### src/rtl/pattern_animator_if.sv
// rtl/pattern_animator_if.sv - control inputs and display outputs of the pattern animator
interface pattern_animator_if #(
   parameter int DIGITS = 3
);
   logic                  enable;
   logic [1:0]            mode;
   logic                  dir;
   logic [1:0]            speed;
   logic [8*DIGITS-1:0]   seg_n;
   logic                  step_tick;
   logic [4:0]            pos;

   modport master (
      output enable, mode, dir, speed,
      input  seg_n, step_tick, pos
   );

   modport slave (
      input  enable, mode, dir, speed,
      output seg_n, step_tick, pos
   );
endinterface

### src/rtl/pattern_animator.sv
// rtl/pattern_animator.sv - seven-segment idle animations (heartbeat, circle, sweep, blink)
module pattern_animator #(
   parameter int DIGITS   = 3,
   parameter int TICK_DIV = 4000000,
   parameter int TICK_W   = 22
) (
   input  logic              clk,
   input  logic              reset_n,
   pattern_animator_if.slave bus
);
   typedef enum logic [1:0] {HEARTBEAT = 2'd0, CIRCLE = 2'd1, SWEEP = 2'd2, BLINK = 2'd3} mode_t;

   localparam logic [TICK_W-1:0] DIV_LAST = TICK_W'(TICK_DIV - 1);
   localparam logic [4:0]        HB_MAX   = 5'((DIGITS - 1) / 2);
   localparam logic [4:0]        SW_MAX   = 5'(DIGITS - 1);
   localparam logic [4:0]        CI_MAX   = 5'(2 * DIGITS + 3);

   logic [TICK_W-1:0]   div_q;
   logic [2:0]          presc_q;
   logic [2:0]          mask;
   logic                base_tick;
   logic                step_hit;
   logic                step_q;
   mode_t               mode_q;
   mode_t               mode_in;
   logic                mode_change;
   logic [4:0]          pos_q, pos_d;
   logic                up_q, up_d;
   logic [4:0]          pp_max;
   logic [8*DIGITS-1:0] seg_q, seg_d;

   assign mode_in     = mode_t'(bus.mode);
   assign mode_change = (mode_in != mode_q);
   assign base_tick   = bus.enable && (div_q == DIV_LAST);

   always_comb begin
      mask = 3'b111;
      case (bus.speed)
         2'd0:    mask = 3'b000;
         2'd1:    mask = 3'b001;
         2'd2:    mask = 3'b011;
         default: mask = 3'b111;
      endcase
   end

   assign step_hit = ((presc_q & mask) == mask);

   always_ff @(posedge clk or negedge reset_n) begin
      if (!reset_n) begin
         div_q   <= '0;
         presc_q <= '0;
         step_q  <= 1'b0;
         mode_q  <= HEARTBEAT;
         pos_q   <= '0;
         up_q    <= 1'b1;
         seg_q   <= '1;
      end else begin
         if (bus.enable)
            div_q <= base_tick ? '0 : div_q + 1'b1;
         if (base_tick)
            presc_q <= presc_q + 3'd1;
         step_q <= base_tick && step_hit;
         mode_q <= mode_in;
         pos_q  <= pos_d;
         up_q   <= up_d;
         seg_q  <= seg_d;
      end
   end

   // Mode change outranks a pending step; pos restarts at 0 going up.
   always_comb begin
      pos_d  = pos_q;
      up_d   = up_q;
      pp_max = (mode_q == SWEEP) ? SW_MAX : HB_MAX;
      if (mode_change) begin
         pos_d = '0;
         up_d  = 1'b1;
      end else if (step_q) begin
         case (mode_q)
            CIRCLE: begin
               if (bus.dir)
                  pos_d = (pos_q == 5'd0) ? CI_MAX : pos_q - 5'd1;
               else
                  pos_d = (pos_q >= CI_MAX) ? 5'd0 : pos_q + 5'd1;
            end
            BLINK: pos_d = {4'b0, ~pos_q[0]};
            default: begin
               if (pp_max == 5'd0) begin
                  pos_d = '0;
               end else if (up_q) begin
                  if (pos_q >= pp_max) begin
                     pos_d = pos_q - 5'd1;
                     up_d  = 1'b0;
                  end else begin
                     pos_d = pos_q + 5'd1;
                  end
               end else if (pos_q == 5'd0) begin
                  pos_d = 5'd1;
                  up_d  = 1'b1;
               end else begin
                  pos_d = pos_q - 5'd1;
               end
            end
         endcase
      end
   end

   always_comb begin
      int p;
      seg_d = '1;
      p     = int'(pos_q);
      for (int k = 0; k < DIGITS; k++) begin
         case (mode_q)
            HEARTBEAT: begin
               if (k == DIGITS - 1 - p) begin
                  seg_d[8*k+4] = 1'b0;
                  seg_d[8*k+5] = 1'b0;
               end
               if (k == p) begin
                  seg_d[8*k+1] = 1'b0;
                  seg_d[8*k+2] = 1'b0;
               end
            end
            CIRCLE: begin
               if (p < DIGITS && k == DIGITS - 1 - p)                 seg_d[8*k+0] = 1'b0;
               if (p == DIGITS && k == 0)                             seg_d[8*k+1] = 1'b0;
               if (p == DIGITS + 1 && k == 0)                         seg_d[8*k+2] = 1'b0;
               if (p >= DIGITS + 2 && p < 2*DIGITS + 2 && k == p - DIGITS - 2)
                                                                      seg_d[8*k+3] = 1'b0;
               if (p == 2*DIGITS + 2 && k == DIGITS - 1)              seg_d[8*k+4] = 1'b0;
               if (p == 2*DIGITS + 3 && k == DIGITS - 1)              seg_d[8*k+5] = 1'b0;
            end
            SWEEP: begin
               if (k == p) seg_d[8*k+6] = 1'b0;
            end
            default: begin
               if (!pos_q[0]) seg_d[8*k +: 7] = 7'b0;
            end
         endcase
      end
   end

   assign bus.seg_n     = seg_q;
   assign bus.step_tick = step_q;
   assign bus.pos       = pos_q;
endmodule

### src/flat_wrapper.sv
// flat-port wrapper written by rule: the top's interface ports become plain ports
module pattern_animator_flat 
#(
   parameter int DIGITS   = 3,
   parameter int TICK_DIV = 4000000,
   parameter int TICK_W   = 22
)
  (clk, reset_n, bus_enable, bus_mode, bus_dir, bus_speed, bus_seg_n, bus_step_tick, bus_pos);
  pattern_animator_if #(.DIGITS(DIGITS)) bus_i ();
  input  logic clk;
  input  logic reset_n;
  input wire logic [$bits(bus_i.enable)-1:0] bus_enable;
  input wire logic [$bits(bus_i.mode)-1:0] bus_mode;
  input wire logic [$bits(bus_i.dir)-1:0] bus_dir;
  input wire logic [$bits(bus_i.speed)-1:0] bus_speed;
  output wire logic [$bits(bus_i.seg_n)-1:0] bus_seg_n;
  output wire logic [$bits(bus_i.step_tick)-1:0] bus_step_tick;
  output wire logic [$bits(bus_i.pos)-1:0] bus_pos;
  assign bus_i.enable = bus_enable;
  assign bus_i.mode = bus_mode;
  assign bus_i.dir = bus_dir;
  assign bus_i.speed = bus_speed;
  assign bus_seg_n = bus_i.seg_n;
  assign bus_step_tick = bus_i.step_tick;
  assign bus_pos = bus_i.pos;
  pattern_animator #(.DIGITS(DIGITS), .TICK_DIV(TICK_DIV), .TICK_W(TICK_W)) u_core (.clk(clk), .reset_n(reset_n), .bus(bus_i));
endmodule
### config.mk
export PLATFORM = sky130hd
export DESIGN_NAME = pattern_animator_flat
export DESIGN_NICKNAME = d
export VERILOG_FILES = /design/src/rtl/pattern_animator_if.sv /design/src/rtl/pattern_animator.sv /design/src/flat_wrapper.sv
export SDC_FILE = /design/constraint.sdc
export NUM_CORES = 1
export LEC_CHECK = 0
export ABC_AREA = 1
export CAP_MARGIN = 20
export CORE_UTILIZATION = 60
export CTS_CLUSTER_DIAMETER = 50
export DETAILED_ROUTE_END_ITERATION = 10
export PLACE_DENSITY = 0.81
export SETUP_SLACK_MARGIN = 0.5
export SLEW_MARGIN = 5
export SYNTH_ARGS = -nofsm -noshare
export SYNTH_HDL_FRONTEND = slang
export SYNTH_SLANG_ARGS = --single-unit
### constraint.sdc
create_clock -name clk -period 5.86 [get_ports clk]
set_input_delay 0.586 -clock clk [delete_from_list [all_inputs] [get_ports clk]]
set_output_delay 0.586 -clock clk [all_outputs]
set_load 0.005 [all_outputs]
* Word level (Yosys, flattened, before mapping)
Cells that the tools add are included.
** Storage, ports and cells
- Bits in registers :: 55
- Output and inout bits :: 30
** Operators by class
- Add/subtract/negate cells :: 7
- Magnitude comparators :: 5
- Equality and inequality tests :: 20
- Multiplexer cells :: 55
- Bitwise operators :: 2
- Reductions and logical operators :: 22
** Operator list (number)
- equality test 2 x 32 -> 1 bit (first input constant) :: 2
- equality test 3 x 32 -> 1 bit (first input constant) :: 2
- logical NOT 32 bit :: 2
- 2-to-1 mux 5 bit :: 9
- subtractor 32 x 3 -> 32 bit (second input constant) :: 1
- adder 22 x 1 -> 22 bit (second input constant) :: 1
- equality test 22 bit (second input constant) :: 1
- 2-to-1 mux 22 bit :: 1
- 2-to-1 mux 1 bit :: 20
- case mux 1 bit (2 select lines) :: 9
- case mux 2 bit (2 select lines) :: 4
- logical NOT 5 bit :: 3
- 2-to-1 mux 2 bit :: 7
- case mux 2 bit (3 select lines) :: 2
- equality test 5 bit (second input constant) :: 2
- case mux 5 bit (2 select lines) :: 1
- logical AND 1 bit :: 9
- case mux 3 bit (3 select lines) :: 1
- OR reduction 2 bit :: 4
- 2-to-1 mux 7 bit :: 1
- equality test 2 bit (second input constant) :: 3
- subtractor 2 x 5 -> 6 bit (first input constant) :: 1
- subtractor 5 x 2 -> 6 bit (second input constant) :: 1
- adder 5 x 1 -> 5 bit (second input constant) :: 1
- 20 further kinds :: 23

* Logic depth before layout (Yosys ltp)
Gate-level depths: netlist of run 1.
- Depth in word-level cells :: 9
- Mapped depth :: 17
- Mapped depth without buffers :: 17

* Worst setup path before layout of run 1
Ideal clock, no wire load.
- Path type :: reg2reg
- Start :: register u_core.pos_q[0], in the netlist u_core.bus.pos[0]
- End :: register u_core.seg_q[3], in the netlist u_core.bus.seg_n[3]
- Arrival time :: 2.197 ns
- Slack :: 3.566 ns
- Stages on the path, launching flop included :: 14
- Period minus slack after synthesis :: 2.294 ns
- Path through :: dfrtp_1 inv_1 ha_1 nor2_1 nand3_1 ha_1 nor3_1 nand3_1 nor2_1 nand2_1 nor2_1 nand2_1 nand2_1 a21oi_1
** On the way
- Word-level cells in the longest chain between the ends :: 6
- Elaborated cells between the ends (all ways) :: 10
** RTL lines
- start, declared :: line pattern_animator.sv:27 : logic [4:0] pos_q, pos_d;
- start signal, assigned :: line pattern_animator.sv:64 : pos_q <= pos_d;
- subtractor 5 x 2 -> 6 bit :: line pattern_animator.sv:128 : if (p >= DIGITS + 2 && p < 2*DIGITS + 2 && k == p - DIGITS - 2)
- subtractor 32 x 3 -> 32 bit :: line pattern_animator.sv:128
- logical NOT 32 bit :: line pattern_animator.sv:128
- logical AND 1 bit :: line pattern_animator.sv:128
- 2-to-1 mux 1 bit :: line pattern_animator.sv:128
- case mux 1 bit (2 select lines) * :: line pattern_animator.sv:113 : case (mode_q)
- via u_core.seg_d[3] :: line pattern_animator.sv:30 : logic [8*DIGITS-1:0] seg_q, seg_d;
- end signal, assigned :: line pattern_animator.sv:66 : seg_q <= seg_d;
- end, declared :: line pattern_animator.sv:30
The timed path passes the listed nets; every way through them passes the cells marked *.
A chain may end at the register's enable or synchronous reset.

* Final worst setup path of run 1
- Start :: register u_core.pos_q[0], in the netlist u_core.bus.pos[0]
- End :: register u_core.seg_q[11], in the netlist u_core.bus.seg_n[11]
** On the way
- Word-level cells in the longest chain between the ends :: 6
- Elaborated cells between the ends (all ways) :: 10
** RTL lines (line)
- subtractor 5 x 2 -> 6 bit :: pattern_animator.sv:128
- subtractor 32 x 3 -> 32 bit :: pattern_animator.sv:128
- equality test 2 x 32 -> 1 bit :: pattern_animator.sv:128
- logical AND 1 bit :: pattern_animator.sv:128
- 2-to-1 mux 1 bit :: pattern_animator.sv:128
- case mux 1 bit (2 select lines) * :: pattern_animator.sv:113
- via u_core.seg_d[11] :: pattern_animator.sv:30
Marks and branches as above.

==> impl_metrics.toml, run 1 <==
[outcome]
status = "finished, final reports clean"

[clocking]
clock_latency_ns = 0.31
clkTransAtPathRegs_ns = 0.11
cts_resized = 0
cts_hold_buf = 0
post_cts_buffers = 0
htree_levels = 2
cts_tree = "built"
cts_buffer_depth = 2
clockRootBuffer = "clkbuf_8"
cts_buffers = 5
cts_sinks = 51

[worst_setup_path]
critPathArrivalTime_ns = 2.94
cp-start-kind = "flip-flop"
worstReg2RegStart = "u_core.bus.pos[0]"
path_class = "flip-flop to flip-flop"
critPathMaxFanout = 10
end_kind = "flip-flop"
cp.required_ns = 6.04
r2r_slack_ns = 3.10
r2r_cells = 13
reg2reg_to = "u_core.bus.seg_n[11]"

[global_route]
gr-usage-met1_pct = 40.2
grt_max_degree = 52
grt-ovfl-total = 0
antenna_found_initial = 0
grt_pass1_wl_mm = 13.3
grt.total_usage_pct = 27.2
grt_pass1_vias = 2936
grt_use_met3_pct = 3.60
use_met2_pct = 42.4
busiest_layer = "met2"

[pwr]
leakage_nw = 1.78
power_switching_uw = 487
netSwitchingFraction_pct = 41.1
pwr-share-seq_pct = 41.4
p_int_uw = 696
powerDensity_nw_per_um2 = 298
ir_worst_vdd_mv = 0.221
totalPowerFinal_mw = 1.18
clkPwrFrac_pct = 18.5
p_comb_share_pct = 40.1

[timing]
worstMarginPinSlew_ns = 1.06
rsz0062_at_grt = "no"
fin_crit_ns = 2.76
setup-tns-final_ns = 0
maxSlewHeadroom_pct = 28.9
max_freq_mhz = 363
fin_skew_ns = 0.0201
slew_viol_final = 0
setup_viol = 0
hold_violations = 0
fin_crit_sh_pct = 47.0

[route]
num_vias = 3224
wirelength_mm = 7.87
route.detailed.drc = 0
dr.pass1.iters = 6
drt-initial-drc-count = 234
wl_per_cell_um = 13.3
viasPerCell = 5.46
antenna_left = 0

[floorplan]
ioPinCount = 38
die_h_um = 78.7
dieArea_um2 = 6190
start_util_pct = 63.3
row_count = 27
chipWidth_um = 78.7
core_area_um2 = 5570

[final_layout]
nNetsFinal = 546
diodes = 0
utilization_pct = 71.2
area_delta_synth_final_pct = 12.5
drive_gt1_share_pct = 8.88

[worst_hold_path]
min_path_type = "input port to asynchronous set/reset pin"

[logic_synthesis]
yosys.area.top_type = "dfrtp_1"
synth_area_per_cell_um2 = 7.21
synth_cell_types = 33
synth_ff_type = "dfrtp_1"
yosysWarnings = 0
synthArstFlopShare_pct = 100
synth_top_area_share_pct = 23.4
ys_seq_elements = 51
synth_edf_count = 0
syn_area_um2 = 3530
seq_area_frac_synth_pct = 36.8
synth_area_leaders = "dfrtp_1 23%, nand2_1 14%, dfstp_2 13%"
synthCells = 489

[run]
drv_cap = 0

[place]
gp_congestion = 0.968
dp_hpwl_mm = 5.95
io_buffer_count = 34
[layer usage]
metal  vias to the layer above  part of all wire (%)
met4                         0                  0.93
met3                         8                   6.4
met1                      1470                    49
met2                       125                    43
met5                         -                     0
li1                       1621                     -
[cell type report]
| class | count | area (um2) |
|---|---|---|
| multi-input cells | 366 | 1920 |
| fillers | 481 | 1610 |
| flip-flops and latches | 51 | 1300 |
| repair buffers | 35 | 343 |
| inverters | 58 | 218 |
| well taps | 72 | 90.1 |
| clock buffers | 5 | 68.8 |
| clock inverters | 3 | 27.5 |
[registers in the layout, indices dropped and copies added, names as in the netlist]
signal	cells
u_core.mode_q	2
u_core.bus.seg_n	17
u_core.div_q	22
u_core.up_q	1
u_core.bus.step_tick	1
u_core.bus.pos	5
u_core.presc_q	3
[how the worst max path moves through the flow]
stage | from | end | cells past startpoint
finish | u_core.bus.pos[0] | u_core.bus.seg_n[11] | 13
global route | u_core.bus.pos[0] | u_core.bus.seg_n[11] | 13
CTS | u_core.bus.pos[0] | u_core.bus.seg_n[11] | 14
detailed placement | bus_enable | u_core.div_q[7] | 7
global placement | bus_enable | u_core.div_q[7] | 7
floorplan | u_core.bus.pos[0] | u_core.bus.seg_n[3] | 13
[critical path, stage by stage (launching register included)]
cell and delay (ns):
dfrtp_1 0.57, inv_1 0.20, ha_1 0.39, nor2_1 0.30, nand3_1 0.13, ha_1 0.30, nor3_1 0.21, nand3_1 0.09
nor2_1 0.10, nand2_1 0.07, nor2_1 0.09, nand2_1 0.06, nand2_1 0.05, a21oi_1 0.07
[cell usage in the layout (no fill, tap or decap), types with 3 or more instances in the layout]
cell type / synthesis / final
a21oi_1: 21 / 21
clkbuf_8: 0 / 5
clkdlybuf4s50_1: 0 / 33
conb_1: 1 / 3
dfrtp_1: 33 / 33
dfstp_2: 18 / 18
ha_1: 21 / 21
inv_1: 53 / 53
inv_2: 5 / 5
nand2_1: 135 / 135
nand3_1: 46 / 46
nand3b_1: 3 / 3
nand4_1: 7 / 7
nor2_1: 43 / 43
nor3_1: 18 / 18
nor3_2: 3 / 3
o21ai_0: 28 / 28
xnor2_1: 4 / 4
xor2_1: 17 / 17
[per-stage QoR]
| step | setup slack (ns) | std cells | hold slack, ns | area [um2] |
|---|---|---|---|---|
| finish | 3.10 | 590 | 0.369 | 3970 |
| global route | 2.85 | 590 | 0.428 | 3970 |
| CTS | 3.11 | 590 | 0.390 | 3970 |
| detailed placement | 2.99 | 582 | 0.508 | 3870 |
| global placement | 3.07 | 582 | 0.498 | 3870 |
| floorplan | 3.57 | 491 | 0.290 | 3530 |
[kinds of logic (layout without fill, tap and decap cells)]
group / after synthesis / count (layout) / share of synthesized area [%]
other: 1 / 3 / 0.106
XOR/XNOR: 21 / 21 / 5.22
AND/OR/NAND/NOR: 266 / 266 / 33.4
buffers and inverters: 74 / 101 / 8.87
AO/OA/AOI/OAI: 55 / 55 / 8.09
flip-flops: 51 / 51 / 36.8
adder cells (fa/ha/maj): 21 / 21 / 7.45
[power by group through the flow]
stage               Clock (mW)  Sequential, mW  Combinational, mW
floorplan                    0           0.477              0.333
global placement             0           0.491              0.449
detailed placement           0           0.495              0.465
CTS                      0.224           0.489              0.470
global route             0.238           0.497              0.537
finish                   0.219           0.490              0.474
[synth_stat cells, types with 2 or more instances]
cell,count
nor2_1,43
nor3_2,3
inv_1,53
nor3_1,18
o21ai_1,2
buf_2,3
inv_2,5
buf_4,8
dfrtp_1,33
nand3b_1,3
clkbuf_1,4
a21boi_0,2
ha_1,21
nor2_4,2
nand4_1,7
xnor2_1,4
nand2_2,2
nor2_2,2
a21oi_1,21
nand2_1,135
nand3_1,46
o21ai_0,28
xor2_1,17
dfstp_2,18
(Power assumes the default switching activity.)
==> inputs of run 2 (changes only) <==
--- a/config.mk
+++ b/config.mk
@@ -7,10 +7,10 @@
 export LEC_CHECK = 0
 export ABC_AREA = 1
 export CAP_MARGIN = 20
-export CORE_UTILIZATION = 60
+export CORE_UTILIZATION = 57
 export CTS_CLUSTER_DIAMETER = 50
 export DETAILED_ROUTE_END_ITERATION = 10
-export PLACE_DENSITY = 0.81
+export PLACE_DENSITY = 0.77
 export SETUP_SLACK_MARGIN = 0.5
 export SLEW_MARGIN = 5
 export SYNTH_ARGS = -nofsm -noshare
==> constraint.sdc (replaced) <==
create_clock -name clk -period 2.6 [get_ports clk]
set_input_delay 0.26 -clock clk [delete_from_list [all_inputs] [get_ports clk]]
set_output_delay 0.26 -clock clk [all_outputs]
set_load 0.005 [all_outputs]
==> run 2 against run 1 <==
  * Core utilization up 5.0 points
  * Count of clock-buffer cells in the layout unchanged
  * Die area up 5.1%
==> impl_metrics.toml, run 2 (synthesis results as in run 1) <==
[outcome]
status = "finished, final reports clean"

[timing]
slew_viol_final = 0
setup-tns-final_ns = 0
fin_crit_sh_pct = 87.6
worstMarginPinSlew_ns = 0.498
fin_skew_ns = 0.0125
hold_violations = 0
setup_viol = 0
rsz0062_at_grt = "yes"
maxSlewHeadroom_pct = 66.5
fin_crit_ns = 2.28
max_freq_mhz = 439

[worst_setup_path]
cp.required_ns = 2.83
critPathArrivalTime_ns = 2.51
slowest_stage = "dfrtp_2"
path_class = "flip-flop to flip-flop"
r2r_cells = 13
r2r_slack_ns = 0.32
max_stage_delay_ns = 0.48
path_cells = "buf_12 > inv_8 > ha_4 > nor2_4 > buf_6 > nand3_2 > ha_4 > nor3_4 > nand3_2 > nor2_4 > nand2_1 > nand2_1 > a21oi_2"
worstReg2RegStart = "u_core.bus.pos[0]"
cp-start-kind = "flip-flop"
critPathMaxFanout = 4
end_kind = "flip-flop"
reg2reg_to = "u_core.bus.seg_n[3]"

[clocking]
cts_buffer_depth = 2
clkTransAtPathRegs_ns = 0.10
clockRootBuffer = "clkbuf_8"
cts_tree = "built"
clock_latency_ns = 0.31
cts_hold_buf = 0
cts_buffers = 5
htree_levels = 2
cts_sinks = 51

[global_route]
grt-ovfl-total = 0
grt_max_degree = 22
grt.total_usage_pct = 29.7
antenna_found_initial = 0
grt_pass1_vias = 3144
grt_pass1_wl_mm = 14.7

[worst_hold_path]
min_path_type = "input port to asynchronous set/reset pin"

[floorplan]
start_util_pct = 59.2
die_h_um = 80.7
row_count = 28
dieArea_um2 = 6500
core_area_um2 = 5960
chipWidth_um = 80.7
ioPinCount = 38

[pwr]
totalPowerFinal_mw = 3.20
powerDensity_nw_per_um2 = 705
leakage_nw = 2.00
ir_worst_vdd_mv = 0.410

[final_layout]
final_cell_mix = "128 x nand2_1, 44 x inv_1, 41 x nor2_1"
regMostFlops = "u_core.div_q"
diodes = 0
area_delta_synth_final_pct = 28.6
seqCellArea_um2 = 1310
largest_reg_flops = 22
final_common_cell = "nand2_1"
nNetsFinal = 577
n_fill_cell = 411
drive_gt1_share_pct = 22.2
multiInputGateArea_um2 = 2190

[route]
viasPerCell = 5.82
dr.pass1.iters = 6
route.detailed.drc = 0
antenna_left = 0
wirelength_mm = 9.83
drt-initial-drc-count = 489
num_vias = 3629
wl_per_cell_um = 15.8

[place]
dp_hpwl_mm = 5.96
io_buffer_count = 34
gp_congestion = 0.912

[run]
drv_cap = 0
## run 2: how the worst max path moves through the flow
| stage | startpoint | to | slack (ns) | depth (start not counted) |
|---|---|---|---|---|
| floorplan | u_core.bus.pos[0] | u_core.bus.seg_n[3] | 0.50 | 14 |
| global placement | u_core.bus.pos[2] | u_core.bus.seg_n[11] | 0.36 | 15 |
| detailed placement | u_core.bus.pos[2] | u_core.bus.seg_n[3] | 0.27 | 15 |
| CTS | u_core.bus.pos[0] | u_core.bus.seg_n[3] | 0.49 | 16 |
| global route | u_core.bus.pos[0] | u_core.bus.seg_n[11] | 0.17 | 17 |
| finish | u_core.bus.pos[0] | u_core.bus.seg_n[3] | 0.32 | 13 |
## run 2: metrics by stage
stage                     area [um2]  std cells  setup slack (ns)  utilization [%]  hold WS (ns)
after CTS                       4380        615             0.485             73.5        0.0644
final                           4530        624             0.322             76.1        0.0535
after floorplan                 3570        491             0.503                -       -0.0356
after global placement          3950        590             0.362             66.3         0.405
after detailed placement        3950        590             0.273             66.3         0.407
after global routing            4530        624             0.168             76.1        0.0898
## run 2: report_power, final
part / switching [mW] / internal, mW / total, mW
Clock: 0.280 / 0.287 / 0.567
Combinational: 0.891 / 0.646 / 1.54
Sequential: 0.131 / 0.963 / 1.09
Total: 1.30 / 1.90 / 3.20
## run 2: timing repair
action | in CTS | in global routing
setup buffers | 17 | 9
gates resized for setup | 37 | 19
pin swaps | 18 | 18
endpoints found under the setup margin | 3 | 18
## run 2: area by class of cell
| class | instances | area share (%) |
|---|---|---|
| clock buffers | 5 | 1.52 |
| well taps | 75 | 2.07 |
| flip-flops and latches | 51 | 28.8 |
| multi-input cells | 366 | 48.4 |
| inverters | 58 | 5.08 |
| clock inverters | 3 | 0.966 |
| repair buffers | 66 | 13.2 |
## run 2: worst max-delay path, delay by kind of cell, from the launching register on
family / cells / cell delay [ns]
AOI/OAI and AO/OA: 1 / 0.05
and+or+nand+nor: 7 / 0.87
adders and majority gates: 2 / 0.47
DFF: 1 / 0.48
buffers and inverters: 3 / 0.31
## run 2: routing by layer
layer  wire (um)  global-route usage [%]
met4         504                    11.3
met1        3980                    40.6
met3         991                    5.68
met5           0                       0
met2        4360                    46.1
==> inputs of run 3 (changes only) <==
--- a/config.mk
+++ b/config.mk
@@ -12,6 +12,7 @@
 export DETAILED_ROUTE_END_ITERATION = 10
 export PLACE_DENSITY = 0.77
 export SETUP_SLACK_MARGIN = 0.5
+export SKIP_LAST_GASP = 1
 export SLEW_MARGIN = 5
 export SYNTH_ARGS = -nofsm -noshare
 export SYNTH_HDL_FRONTEND = slang
==> results of run 3 <==
Final layout, timing and power as in run 2 (identical DEF).
==> RTL edit 1 (config.mk and constraints of run 2) <==
Make the reset (`reset_n`) synchronous in one clocked block.
--- a/src/rtl/pattern_animator.sv
+++ b/src/rtl/pattern_animator.sv
@@ -45,7 +45,7 @@
 
    assign step_hit = ((presc_q & mask) == mask);
 
-   always_ff @(posedge clk or negedge reset_n) begin
+   always_ff @(posedge clk) begin
       if (!reset_n) begin
          div_q   <= '0;
          presc_q <= '0;
Behaviour: differs if reset_n is asserted again (counterexample within 4 cycles, from zero or initial values and one cycle with reset_n low); with reset_n held inactive, the same outputs for 10 cycles.
==> RTL edit 1 against run 2 <==
- die area is 8.1% lower
- count of clock-buffer cells in the layout did not move
- worst setup slack better by 0.087 ns
- wire length decreased by 20%
- hold slack better by 0.47 ns
- synthesized area is 8.3% lower
- sequential cell count unchanged
- cell area decreased by 12%
- highest routed layer unchanged
Power is not compared: it rests on default switching activity, and its combinational part moved more than twofold at a synthesized area within 25%.
==> RTL edit 1: results <==
set metrics [dict create \
    drtIter0Drc 286 \
    synth_area_leaders "dfxtp_1 32%, nand2_1 15%, ha_1 8.5%" \
    synth_top_flop_cell "dfxtp_1" \
    grt_max_degree 16 \
    n_fill_cell 437 \
    crit_path_max_fanout 6 \
    synth-xor-area-share_pct 2.48 \
    status "finished, final reports clean" \
    cp.arrival_ns 2.37 \
    synth-adder-area-share_pct 8.51 \
    slowest_stage "dfxtp_4" \
    io_buffers 34 \
    p_leak_uw 0.00181 \
    min_delay_path_depth 2 \
    synth-seq-area-share_pct 31.6 \
    first_global_vias 3038 \
    clock-skew-final_ns 0.0114 \
    grtUsageMet2_pct 44.6 \
    layout-drive-gt1-share_pct 14.6 \
    numCtsBuffers 5 \
    synth_cell_types 40 \
    use_met3_pct 3.81 \
    grt_pass1_wl_um 13600 \
    cts_max_path_buffers 2 \
    cts.htree.levels 2 \
    hold_viol_final 0 \
    slowest_delay_ns 0.40 \
    drt_first_pass_iters 5 \
    ys_warn_count 0 \
    peakVddDrop_uv 295 \
    synthTopCellsByCount "128 x nand2_1, 63 x inv_1, 58 x nor2_1" \
    via_count 3276 \
    largest_reg_flops 22 \
    fin_nets 566 \
    grt_util_all_layers_pct 27.8 \
    min_path_type "reg2reg" \
    gp_congestion 0.959 \
    rr_worst_depth 14 \
    use_met1_pct 39.1 \
    hpwl_um 5810 \
    final_area_sq_um 3990 \
    synthArstFlopShare_pct 0 \
    post_drt_wl_per_cell_um 12.9 \
    grt_antenna_before_repair 0 \
    regMostFlops "u_core.div_q" \
    synth-compound-area-share_pct 8.70 \
    antenna_cells 0 \
    dpl_cell_area_sq_um 3640 \
]
RTL edit 1: cell count changes after synthesis, sizes merged, moves of 6 or more:
cell,delta
dfrtp,-33
dfstp,-18
dfxtp,+51
xor2,-11
o21ai,-6
nor3,-8
nor2,+18
inv,+13
RTL edit 1: final timing paths:
check | start | to | slack, ns
min reg2reg | u_core.div_q[21] | u_core.div_q[21] | 0.53
min | u_core.div_q[21] | u_core.div_q[21] | 0.53
max | u_core.bus.pos[1] | u_core.bus.seg_n[3] | 0.41
max reg2reg | u_core.bus.pos[1] | u_core.bus.seg_n[3] | 0.41
RTL edit 1: cell families (layout without fill, tap and decap cells):
| family | Yosys count | in the layout |
|---|---|---|
| flops | 51 | 51 |
| other cells | 1 | 3 |
| xor+xnor | 7 | 7 |
| fa+ha+maj | 22 | 22 |
| compound gates | 50 | 50 |
| simple gates | 272 | 272 |
| buf+inv | 87 | 131 |
RTL edit 1: metrics by stage:
step                      setup WS (ns)  power (uW)  std cells
after global routing              0.267        1490        608
after global placement            0.397         995        588
after CTS                         0.482        1430        606
after floorplan                   0.533         925        492
after detailed placement          0.299         998        588
final                             0.410        1420        608
RTL edit 1: report_power, final:
| group | switching, uW | internal (uW) |
|---|---|---|
| Combinational | 87.6 | 83.0 |
| Sequential | 10.3 | 801 |
| Clock | 255 | 185 |
| Total | 353 | 1070 |
RTL edit 1: tightest hold or removal path: cells and delay by family, from the launching register on:
kind	cells	cell delay (ns)
compound gates	1	0.11
simple gates	1	0.05
flops	1	0.33
RTL edit 1: final cells by class:
class	count	share of cell area, %
multi-input cells	354	50.6
inverters	73	7.12
clock buffers	5	1.73
clock inverters	2	0.345
well taps	72	2.26
repair buffers	51	11.9
flip-flops and latches	51	26.0
RTL edit 1: per-layer routing:
layer  vias to the layer above  wire (um)  part of all wire [%]
li1                       1645          -                     -
met4                         0        108                   1.4
met2                       147       3480                    44
met3                        14        468                   6.0
met5                         -          0                     0
met1                      1470       3810                    48
RTL edit 1: timing repair:
item | CTS | global route
pin swaps | 13 | 6
gates resized for setup | 29 | 6
buffers inserted | 11 | 2
setup endpoints to repair | 3 | 7
cloned | 0 | 0
hold buffers | 0 | 0
hold endpoints to repair | 0 | 0
==> RTL edit 2 (flow settings as in run 2) <==
Made on the original files. `DIGITS` is set to 3 in 3 places; all go to 5.
--- a/src/rtl/pattern_animator_if.sv
+++ b/src/rtl/pattern_animator_if.sv
@@ -1,6 +1,6 @@
 // rtl/pattern_animator_if.sv - control inputs and display outputs of the pattern animator
 interface pattern_animator_if #(
-   parameter int DIGITS = 3
+   parameter int DIGITS = 5
 );
    logic                  enable;
    logic [1:0]            mode;
--- a/src/rtl/pattern_animator.sv
+++ b/src/rtl/pattern_animator.sv
@@ -1,6 +1,6 @@
 // rtl/pattern_animator.sv - seven-segment idle animations (heartbeat, circle, sweep, blink)
 module pattern_animator #(
-   parameter int DIGITS   = 3,
+   parameter int DIGITS   = 5,
    parameter int TICK_DIV = 4000000,
    parameter int TICK_W   = 22
 ) (
--- a/src/flat_wrapper.sv
+++ b/src/flat_wrapper.sv
@@ -1,7 +1,7 @@
 // flat-port wrapper written by rule: the top's interface ports become plain ports
 module pattern_animator_flat 
 #(
-   parameter int DIGITS   = 3,
+   parameter int DIGITS   = 5,
    parameter int TICK_DIV = 4000000,
    parameter int TICK_W   = 22
 )
Interface: changed (resized bus_seg_n); port bits go from 38 to 54. The function was not compared with the original's and may differ.
==> RTL edit 2 against run 2 <==
- clock skew hardly changed
- die area is 11% higher
- sequential share of layout area up 1.9 points
- sequential cell count rose by 10
- wire length grew 14%
- synthesized cell count increased by 1.4%
- first-iteration DRC count down 24%
- global-route usage rose by 0.094 points
- maximum frequency shrank 3.8%
- total power grew 16%
- worst setup slack worse by 0.091 ns
- synthesized area grew 12%
- cell area increased by 13%
- critical endpoint unchanged
- highest routed layer unchanged
==> RTL edit 2: results <==
set metrics [dict create \
    status "finished, final reports clean" \
    synth_cell_types 40 \
    grtUsageMet2_pct 44.4 \
    cts_post_setup_buffers_inserted 11 \
    hpwl_um 7060 \
    stdcell_count 642 \
    tns_ns 0 \
    grt_pass1_wl_um 16800 \
    use_met3_pct 5.84 \
    crit_path_max_fanout 6 \
    antenna_cells 0 \
    synthMuxAreaShare_pct 0.667 \
    wl_met2_um 4960 \
    slew_violations 0 \
    synth_area_leaders "dfrtp_1 21%, dfstp_2 19%, nand2_1 12%" \
    gp_congestion 0.923 \
    cp.arrival_ns 2.61 \
    numCtsBuffers 9 \
    wl_met1_um 4710 \
    dpl_cell_area_sq_um 4520 \
    highest_layer "met4" \
    layout-drive-gt1-share_pct 29.0 \
    cts.repair.resized 17 \
    n_fill_cell 432 \
    clock-skew-final_ns 0.0127 \
    synth-xor-area-share_pct 4.22 \
    r2r_slack_ns 0.23 \
    cts_max_path_buffers 2 \
    hold_buffers 1 \
    pwr_density_cell_nw_per_um2 724 \
    min_path_type "in2reg" \
    cts.reportedPaths.clkPinSlew_ns 0.08 \
    cts.htree.levels 3 \
    drt_first_pass_iters 10 \
    clkLatencyLatePin_ns 0.34 \
    drtIter0Drc 371 \
    peakVddDrop_uv 505 \
    tightest_slew_ns 0.851 \
    dp_cells 608 \
    grt_max_degree 29 \
    first_global_vias 3416 \
    use_met1_pct 43.8 \
    synth-seq-area-share_pct 39.6 \
    wl_met3_um 1100 \
    via_per_inst 5.94 \
    hold_ws_ns 0.411 \
    avgSynthCellArea_sq_um 7.95 \
    synth-adder-area-share_pct 6.67 \
    fin_nets 589 \
    dpl_worst_slack_ns 0.192 \
    grt_util_all_layers_pct 29.8 \
    fin_crit_sh_pct 91.1 \
    io_buffers 48 \
    p_leak_uw 0.00226 \
    synth-compound-area-share_pct 8.35 \
    largest_reg_flops 27 \
    synthTopCellsByCount "121 x nand2_1, 42 x nand3_1, 38 x inv_1" \
    post_drt_wl_per_cell_um 17.4 \
]
RTL edit 2: cell types whose count changed after synthesis, sizes merged, moves of 7 or more:
cell and change:
nand4 +8, buf +7, dfstp +10, nand2 -8, a21oi +15, nor2 -9, o21ai -11
RTL edit 2: critical path: stages (launching register included):
cell and delay (ns):
dfrtp_2 0.43, inv_4 0.11, ha_4 0.17, inv_4 0.05, nand2_4 0.07, nand2_2 0.06, nand2_2 0.08, nand2_4 0.10
buf_6 0.13, nand3_2 0.09, ha_4 0.15, nand2_2 0.05, nor3_2 0.20, nand3_2 0.13, nor2_4 0.18, nand3_2 0.08
nand2_1 0.08, a21oi_1 0.09
RTL edit 2: path summary, 6_finish.rpt:
check,to,cells after the start,start
min in group asynchronous,u_core.div_q[18],2,reset_n
hold / removal,u_core.mode_q[0],1,bus_mode[0]
hold reg to reg,u_core.div_q[1],2,u_core.div_q[1]
setup reg to reg,u_core.bus.seg_n[3],17,u_core.bus.pos[0]
setup / recovery,u_core.bus.seg_n[3],17,u_core.bus.pos[0]
max in group asynchronous,u_core.up_q,3,reset_n
RTL edit 2: final cells by class:
class	instances	share of cell area, %
clock buffer	14	4.02
clock inverter	2	0.196
inverter	53	4.05
multi-input combinational	362	45.8
sequential	61	30.7
tap	77	1.89
timing repair buffer	73	13.4
RTL edit 2: where the power goes:
part	internal (uW)	switching [uW]
registers	1130	139
logic	631	900
clock network	512	382
total	2270	1420
RTL edit 2: cell families (layout without fill, tap and decap cells):
logic type | Yosys count | after routing
AOI/OAI and AO/OA | 63 | 63
other | 1 | 5
adders and majority gates | 21 | 21
xor gates and xnor gates | 19 | 19
DFF | 61 | 61
muxes | 2 | 2
and+or+nand+nor | 252 | 252
buffers and inverters | 77 | 142
